--- config.mk ---
export PLATFORM = sky130hd
export DESIGN_NAME = logic_op_arbiter
export DESIGN_NICKNAME = d
export VERILOG_FILES = /design/src/rtl/logic_op_arbiter.sv
export SDC_FILE = /design/constraint.sdc
export NUM_CORES = 1
export LEC_CHECK = 0
export CORE_MARGIN = 2
export CORE_UTILIZATION = 38
export CTS_CLUSTER_SIZE = 28
export DETAILED_ROUTE_END_ITERATION = 8
export GPL_TIMING_DRIVEN = 0
export HOLD_SLACK_MARGIN = 0.03
export PLACE_DENSITY = 0.69
export SYNTH_ARGS = -nofsm -noshare
export SYNTH_HDL_FRONTEND = slang
export SYNTH_SLANG_ARGS = --single-unit
--- constraint.sdc ---
create_clock -name clk -period 2.5 [get_ports clk]
set_input_delay 0.625 -clock clk [delete_from_list [all_inputs] [get_ports clk]]
set_output_delay 0.625 -clock clk [all_outputs]
set_load 0.01 [all_outputs]
--- src/rtl/logic_op_arbiter.sv ---
// logic_op_arbiter: round-robin shared AND/OR/XOR/NOT/TST unit with Z/N/C/V flags
//
// Ports:
//   clk, rst                          rising-edge clock, synchronous active-high reset
//   req0_valid/ready/op/a/b           requester 0 handshake, opcode and operands
//   req1_valid/ready/op/a/b           requester 1 handshake, opcode and operands
//   resp_valid, resp_ready            response handshake
//   resp_id                           requester that issued the operation
//   resp_result                       operation result (TST: AND value)
//   resp_wb                           result is to be written back
//   resp_err                          illegal opcode
//   resp_zero/negative/carry/overflow flags of the computed result
module logic_op_arbiter #(
   parameter int WIDTH = 16
) (
   input  logic             clk,
   input  logic             rst,
   input  logic             req0_valid,
   output logic             req0_ready,
   input  logic [2:0]       req0_op,
   input  logic [WIDTH-1:0] req0_a,
   input  logic [WIDTH-1:0] req0_b,
   input  logic             req1_valid,
   output logic             req1_ready,
   input  logic [2:0]       req1_op,
   input  logic [WIDTH-1:0] req1_a,
   input  logic [WIDTH-1:0] req1_b,
   output logic             resp_valid,
   input  logic             resp_ready,
   output logic             resp_id,
   output logic [WIDTH-1:0] resp_result,
   output logic             resp_wb,
   output logic             resp_err,
   output logic             resp_zero,
   output logic             resp_negative,
   output logic             resp_carry,
   output logic             resp_overflow
);
   typedef enum logic [1:0] {IDLE, EXEC, HOLD} state_t;
   state_t state, next_state;
   logic             last_grant;
   logic             gnt;
   logic             accept;
   logic [2:0]       op_q;
   logic [WIDTH-1:0] a_q, b_q;
   logic             id_q;
   logic [WIDTH-1:0] res;
   logic             wb, err, zero;
   // On contention the requester that did not win last time is preferred.
   assign gnt    = (req0_valid && req1_valid) ? ~last_grant : req1_valid;
   assign accept = req0_ready | req1_ready;
   always_ff @(posedge clk) begin
      if (rst) state <= IDLE;
      else     state <= next_state;
   end
   always_comb begin
      next_state = state;
      case (state)
         IDLE:    next_state = (req0_valid || req1_valid) ? EXEC : IDLE;
         EXEC:    next_state = HOLD;
         HOLD:    next_state = resp_ready ? IDLE : HOLD;
         default: next_state = IDLE;
      endcase
   end
   // Ready depends only on state, last_grant and the valids (no path from resp_ready).
   always_comb begin
      req0_ready = !rst && state == IDLE && req0_valid && !gnt;
      req1_ready = !rst && state == IDLE && req1_valid && gnt;
      resp_valid = state == HOLD;
   end
   always_ff @(posedge clk) begin
      if (rst) begin
         last_grant <= 1'b1;
         op_q       <= '0;
         a_q        <= '0;
         b_q        <= '0;
         id_q       <= 1'b0;
      end else if (accept) begin
         last_grant <= gnt;
         id_q       <= gnt;
         op_q       <= gnt ? req1_op : req0_op;
         a_q        <= gnt ? req1_a  : req0_a;
         b_q        <= gnt ? req1_b  : req0_b;
      end
   end
   always_comb begin
      res = '0;
      wb  = 1'b0;
      err = 1'b0;
      case (op_q)
         3'b000:  begin res = a_q & b_q; wb = 1'b1; end
         3'b001:  begin res = a_q | b_q; wb = 1'b1; end
         3'b010:  begin res = a_q ^ b_q; wb = 1'b1; end
         3'b011:  begin res = ~a_q;      wb = 1'b1; end
         3'b100:  res = a_q & b_q;
         default: err = 1'b1;
      endcase
   end
   // Illegal opcodes report no flags, so the zero flag is suppressed for them.
   assign zero = !err && res == '0;
   always_ff @(posedge clk) begin
      if (rst) begin
         resp_id       <= 1'b0;
         resp_result   <= '0;
         resp_wb       <= 1'b0;
         resp_err      <= 1'b0;
         resp_zero     <= 1'b0;
         resp_negative <= 1'b0;
         resp_carry    <= 1'b0;
         resp_overflow <= 1'b0;
      end else if (state == EXEC) begin
         resp_id       <= id_q;
         resp_result   <= res;
         resp_wb       <= wb;
         resp_err      <= err;
         resp_zero     <= zero;
         resp_negative <= res[WIDTH-1];
         resp_carry    <= 1'b0;
         resp_overflow <= 1'b0;
      end
   end
endmodule

==> flow_summary.toml, run 1 <==
[finish]
nNetsFinal = 623
n_antenna_cell = 0
seqCellArea_sq_um = 1181
fillers = 864
layout-drive-gt1-share = 0.07678
fin_area_sq_um = 4917
multi_input_area_sq_um = 2074
syn_to_final_growth_pct = 39.02

[die]
ios = 101
rows = 35
die-area_sq_um = 10100
start_util = 0.3865
die_h_um = 100.5
dieWidth_um = 100.5
coreArea_sq_um = 9153

[placement]
numPortBuffers = 98
gp_congestion = 0.8940
place_area_sq_um = 4661
dpl.hpwl_mm = 7.798
dp_slack_ns = -1.006

[grt]
antenna_found_initial = 0
gr-usage-met2 = 0.3407
grt_use_met3 = 0.04230
gr-total-overflow = 0
met1_usage = 0.2640
grt_pass1_wl_mm = 16.03
grt_max_degree = 16
top_usage_layer = "met2"
grt_pass1_vias = 3267
track_usage = 0.2058

[setup_path]
endpoint_kind = "output pin"
r2r_cells = 6
cp.arrival_ns = 1.72
crit_type = "input pin to output pin"
critical_path_required_ns = 1.88
crit_top_cell = "dlygate4sd2_1"
rr_endpoint = "resp_zero"
reg2reg_from = "op_q[2]"
crit_chain = "dlygate4sd2_1 > a21boi_4 > buf_12 > buf_4 > nor2_1 > dlygate4sd2_1"
critical-path-slowest-cell = "dlygate4sd2_1"
worst_setup_path_start_kind = "input pin"
cp_max_fo = 5
rrSetupSlack_ns = 0.48
slowest_delay_ns = 0.30

[timing]
fin_ws_ns = 0.1585
worst_pin_slew_ns = 0.8935
fin_crit_ns = 2.341
rsz0062_at_grt = "false"
finalSetupViolCount = 0
hold-worst-slack_ns = 0.4640
hold_viol_final = 0
fmax_ghz = 0.4271
finalCritPeriodShare = 0.9366
max_slew_margin = 0.4030
skew_ns = 0.008632
slew_viol_final = 0

[clock_network]
cts_made_buffers = 9
cts_max_level = 3
cts_sinks = 59
cts_root_buf = "clkbuf_8"
cts_tree = "done"
clkTransAtPathRegs_ns = 0.06
clkLatencyLatePin_ns = 0.35
clk_path_buf_depth = 2

[logic_synthesis]
synth_top_area_frac = 0.3339
synth_edf_count = 0
synth_compound_area_frac = 0.2037
async_reset_ff_frac = 0
syn_area_sq_um = 3537
syn-instance-count = 404
yosysWarnings = 0
synthFlopType = "dfxtp_1"
synth_seq_area_share = 0.3339
synth_top_family_by_area = "compound AO/OA/AOI/OAI gates"
synth.mux.area_fraction = 0.1447
synth_simple_gate_area_frac = 0.1181
ys_ff_latch = 59
synthAdderAreaFrac = 0.1132
synth_cell_type_count = 44
synthXorXnorAreaFrac = 0
synth_top_cells_by_area = "dfxtp_1 (33%), mux2i_1 (14%), ha_1 (11%)"
synth_top_area_cell = "dfxtp_1"
avgSynthCellArea_sq_um = 8.755

[route]
vias_per_cell = 5.136
drt_first_iter_violations = 188
detail_route.wl_per_cell_um = 15.34
vias = 3246
drc_errors = 0
drt-total-wl_mm = 9.696
first_pass_iters = 5
final_antenna_net_count = 0

[min_path]
min_path_type = "register to register"
min_to = "resp_result[14]"
worstHoldPathCells = 2
hold_start = "resp_result[14]"

[flow_run]
maxCapViolCount = 0

[power]
peakVddDrop_mv = 0.2753
powerDensity_nw_per_um2 = 580.5
leakage_uw = 0.001936

[outcome]
outcome = "complete, no violations"
## flip-flops by register name, indices dropped and copies added, names as in the netlist
register     flops
a_q             16
b_q             16
id_q             1
last_grant       1
op_q             3
resp_err         1
resp_id          1
resp_result     16
resp_wb          1
resp_zero        1
state            2
## through the flow
step | power [uW] | setup TNS [ns] | utilization | instances
4_1_cts | 2870 | 0 | 0.5367 | 632
2_1_floorplan | 1591 | 0 | - | 405
5_1_grt | 3022 | 0 | 0.5373 | 632
3_3_place_gp | 1912 | -9.107 | 0.5092 | 614
6_report | 2854 | 0 | 0.5373 | 632
3_5_place_dp | 1933 | -9.326 | 0.5092 | 614
## cells by family (layout without fill, tap and decap cells)
kind of cell / Yosys count / after routing
AO/OA/AOI/OAI: 105 / 105
multiplexers: 51 / 51
other: 1 / 2
flip-flops: 59 / 59
buffers and inverters: 67 / 183
AND/OR/NAND/NOR: 89 / 89
adder cells (fa/ha/maj): 32 / 32
## power by group
group / internal, uW / switching [uW] / leakage, uW / total (uW)
Clock: 554 / 379 / 0.000110 / 933
Combinational: 406 / 402 / 0.00134 / 807
Sequential: 1030 / 82.0 / 0.000486 / 1110
Total: 1990 / 863 / 0.00194 / 2850
## per-layer routing
layer,vias to the layer above,part of all wire
met5,-,0
met4,0,0.019
met3,13,0.055
met2,106,0.46
met1,1474,0.47
li1,1653,-
## how the worst max path moves through the flow
stage | cells after the start | from | slack [ns] | end
after global placement | 6 | req1_valid | -0.96 | req1_ready
after detailed placement | 6 | req1_valid | -1.01 | req1_ready
after global routing | 6 | req0_valid | 0.12 | req0_ready
after CTS | 4 | rst | 0.04 | req1_ready
final | 6 | req0_valid | 0.16 | req0_ready
after floorplan | 4 | req1_valid | 0.38 | req1_ready
## worst max-delay path: cells and delay by family
| family | cells | cell delay [ns] |
|---|---|---|
| AO/OA/AOI/OAI | 1 | 0.22 |
| AND/OR/NAND/NOR | 1 | 0.04 |
| buffers and inverters | 4 | 0.82 |
## cells in the mapped netlist, types with 6 or more instances
cell type / n
mux2i_1: 50
nand2b_1: 6
ha_1: 32
a211oi_1: 41
o21ai_0: 10
dfxtp_1: 59
inv_1: 34
nand2_1: 12
clkbuf_1: 16
a21oi_1: 25
nor2_1: 47
buf_2: 7
## layout by cell type (no fill, tap or decap), types with 2 or more instances in the layout
cell	synthesis	routed
a211oi_1	41	41
a21o_1	2	2
a21oi_1	25	25
a22o_1	2	2
a22oi_1	4	4
a31oi_1	4	4
a32o_1	4	4
a32oi_1	3	3
buf_1	2	2
buf_2	7	5
buf_4	5	8
buf_6	3	3
bufinv_16	0	2
clkbuf_1	16	15
clkbuf_2	0	2
clkbuf_8	0	9
clkdlybuf4s50_1	0	93
clkinv_2	0	4
conb_1	1	2
dfxtp_1	59	59
dlygate4sd2_1	0	4
ha_1	32	32
inv_1	34	34
mux2i_1	50	50
nand2_1	12	12
nand2b_1	6	6
nand3_1	3	3
nand3b_1	4	4
nand4_1	3	3
nor2_1	47	47
nor2_2	2	2
nor2b_1	4	4
o21a_1	2	2
o21ai_0	10	10
## layout make-up
cell class | count | share of cell area
multi-input cells | 279 | 0.4219
flip-flops and latches | 59 | 0.2402
repair buffers | 101 | 0.2036
plain buffers | 32 | 0.03791
well taps | 111 | 0.02824
clock buffers | 10 | 0.02595
inverters | 34 | 0.02595
clock inverters | 6 | 0.01628
## repair_timing
item / 4_1_cts / 5_1_grt
setup endpoints to repair: 2 / 4
gates resized for setup: 11 / 5
setup buffers: 3 / 0
pin swaps: 1 / 1
hold buffers: 0 / 0
No activity file was read; power rests on OpenSTA's default activity.
==> run 2, diff against run 1 <==
GPL_ROUTABILITY_DRIVEN = 0   (was unset)
==> run 2 against run 1 <==
  * Register-to-register slack improved by 0.04 ns
  * Final area shrank 0.28%
  * Total power fell by 2.5%
  * Non-clock buffer count is the same
  * Clock skew up 0.0011 ns
  * Utilization down 0.15 points
  * Combinational power about the same
  * Worst hold slack worse by 0.0065 ns
  * Critical path type unchanged
  * Largest power group unchanged
==> flow_summary.toml, run 2 (synthesis results as in run 1) <==
[setup_path]
rrSetupSlack_ns = 0.52
critical-path-slowest-cell = "dlygate4sd2_1"
worst_setup_path_start_kind = "input pin"
crit_type = "input pin to output pin"
crit_chain = "dlygate4sd2_1 > nor3_2 > nand2_1 > nor2_1 > dlygate4sd2_1"
cp.arrival_ns = 1.64
endpoint_kind = "output pin"
cp_num_buf_inv = 2
slowest_delay_ns = 0.32
critical_path_required_ns = 1.88
cp_max_fo = 5
cpLargestDelayFamily = "buffers and inverters"
crit_top_cell = "dlygate4sd2_1"

[clock_network]
cts_root_buf = "clkbuf_8"
clkLatencyLatePin_ns = 0.35
cts_tree = "done"
cts_made_buffers = 9
clkTransAtPathRegs_ns = 0.06
cts_sinks = 59
clk_path_buf_depth = 2
cts_max_level = 3

[route]
drt-total-wl_mm = 9.471
final_antenna_net_count = 0
vias_per_cell = 5.116
detail_route.wl_per_cell_um = 14.99
drc_errors = 0
drt_first_iter_violations = 118
vias = 3233
first_pass_iters = 5

[die]
die-area_sq_um = 10100
die_h_um = 100.5
rows = 35
start_util = 0.3865
coreArea_sq_um = 9153
dieWidth_um = 100.5
ios = 101

[finish]
nNetsFinal = 623
final_common_cell = "clkdlybuf4s50_1"
seqCellArea_sq_um = 1181
fillers = 854
biggestRegsByFlops = "a_q x16, b_q x16, resp_result x16"
n_antenna_cell = 0
syn_to_final_growth_pct = 38.63
fin_area_sq_um = 4903
layout-drive-gt1-share = 0.07486
final_cell_mix = "clkdlybuf4s50_1 (93), dfxtp_1 (59), mux2i_1 (50), nor2_1 (47), a211oi_1 (41)"
multi_input_area_sq_um = 2074

[outcome]
outcome = "complete, no violations"

[power]
power.share.combinational = 0.289
switchingPower_uw = 863.8
peakVddDrop_mv = 0.2904
powerDensity_nw_per_um2 = 567.8
p_sw_frac = 0.3102
p_total_uw = 2784
intPower_uw = 1920
leakage_uw = 0.001915
p_clk_frac = 0.311
p_seq_frac = 0.400

[timing]
worst_pin_slew_ns = 0.8783
max_slew_margin = 0.4132
rsz0062_at_grt = "false"
fin_crit_ns = 2.264
finalSetupViolCount = 0
fmax_ghz = 0.4417
hold-worst-slack_ns = 0.4575
finalCritPeriodShare = 0.9057
slew_viol_final = 0
hold_viol_final = 0
skew_ns = 0.009685

[flow_run]
maxCapViolCount = 0

[min_path]
min_path_type = "register to register"

[grt]
gr-total-overflow = 0
grt_pass1_wl_mm = 15.95
grt_pass1_vias = 3312
antenna_found_initial = 0
grt_max_degree = 17
track_usage = 0.2026

[placement]
numPortBuffers = 98
place_area_sq_um = 4661
dpl.hpwl_mm = 7.535
-- run 2: changes by cell type in the layout (fill, tap and decap cells not counted), sizes merged --
| cell | change |
|---|---|
| bufinv | -1 |
| clkbuf | +1 |
| clkdlybuf4s15 | +1 |
| clkinv | -1 |
| clkinvlp | +1 |
| dlygate4sd2 | -1 |
-- run 2: repair_timing --
item | 4_1_cts | 5_1_grt
pin swaps | 2 | 0
setup endpoints to repair | 2 | 2
gates resized for setup | 13 | 1
setup buffers | 3 | 0
hold buffers | 0 | 0
-- run 2: routing by layer --
metal  routed length [um]  track usage  up-vias
li1                     -            -     1651
met1                 4290       0.2623     1466
met2                 4422       0.3371      109
met3                  653      0.04230        7
met4                  105      0.06639        0
met5                    0            0        -
-- run 2: final cells by class --
cell class | instances | area share
multi-input cells | 279 | 0.4231
flip-flops and latches | 59 | 0.2409
repair buffers | 101 | 0.2046
plain buffers | 32 | 0.03751
clock buffers | 11 | 0.02883
well taps | 111 | 0.02832
inverters | 34 | 0.02603
clock inverters | 5 | 0.01072
-- run 2: per-stage QoR --
stage / TNS [ns] / util / instances / setup slack [ns]
after global placement: -8.303 / 0.5092 / 614 / -0.9570
after detailed placement: -9.037 / 0.5092 / 614 / -0.9896
final: 0 / 0.5357 / 632 / 0.2358
after floorplan: 0 / - / 405 / 0.3757
after CTS: 0 / 0.5355 / 632 / 0.01781
after global routing: 0 / 0.5357 / 632 / 0.1880
-- run 2: power groups by stage --
stage / Clock, uW / Combinational, uW / Sequential [uW]
final: 865 / 805 / 1110
after global placement: 0 / 774 / 1130
after global routing: 915 / 900 / 1130
after detailed placement: 0 / 794 / 1130
after CTS: 872 / 808 / 1110
after floorplan: 0 / 468 / 1120
-- run 2: path summary, 6_finish.rpt --
path                                         to            start  depth (start not counted)
worst min register to register  resp_result[14]  resp_result[14]                          2
worst max register to register        resp_zero           a_q[6]                          6
worst min-delay path            resp_result[14]  resp_result[14]                          2
worst max-delay path                 req0_ready              rst                          5
-- run 2: worst reg2reg max path, stage by stage (launching register included) --
cell and delay, ns:
dfxtp_1 0.40, inv_1 0.06, ha_1 0.30, a221oi_2 0.31, nand4_1 0.11, or4_1 0.48
o31ai_1 0.23
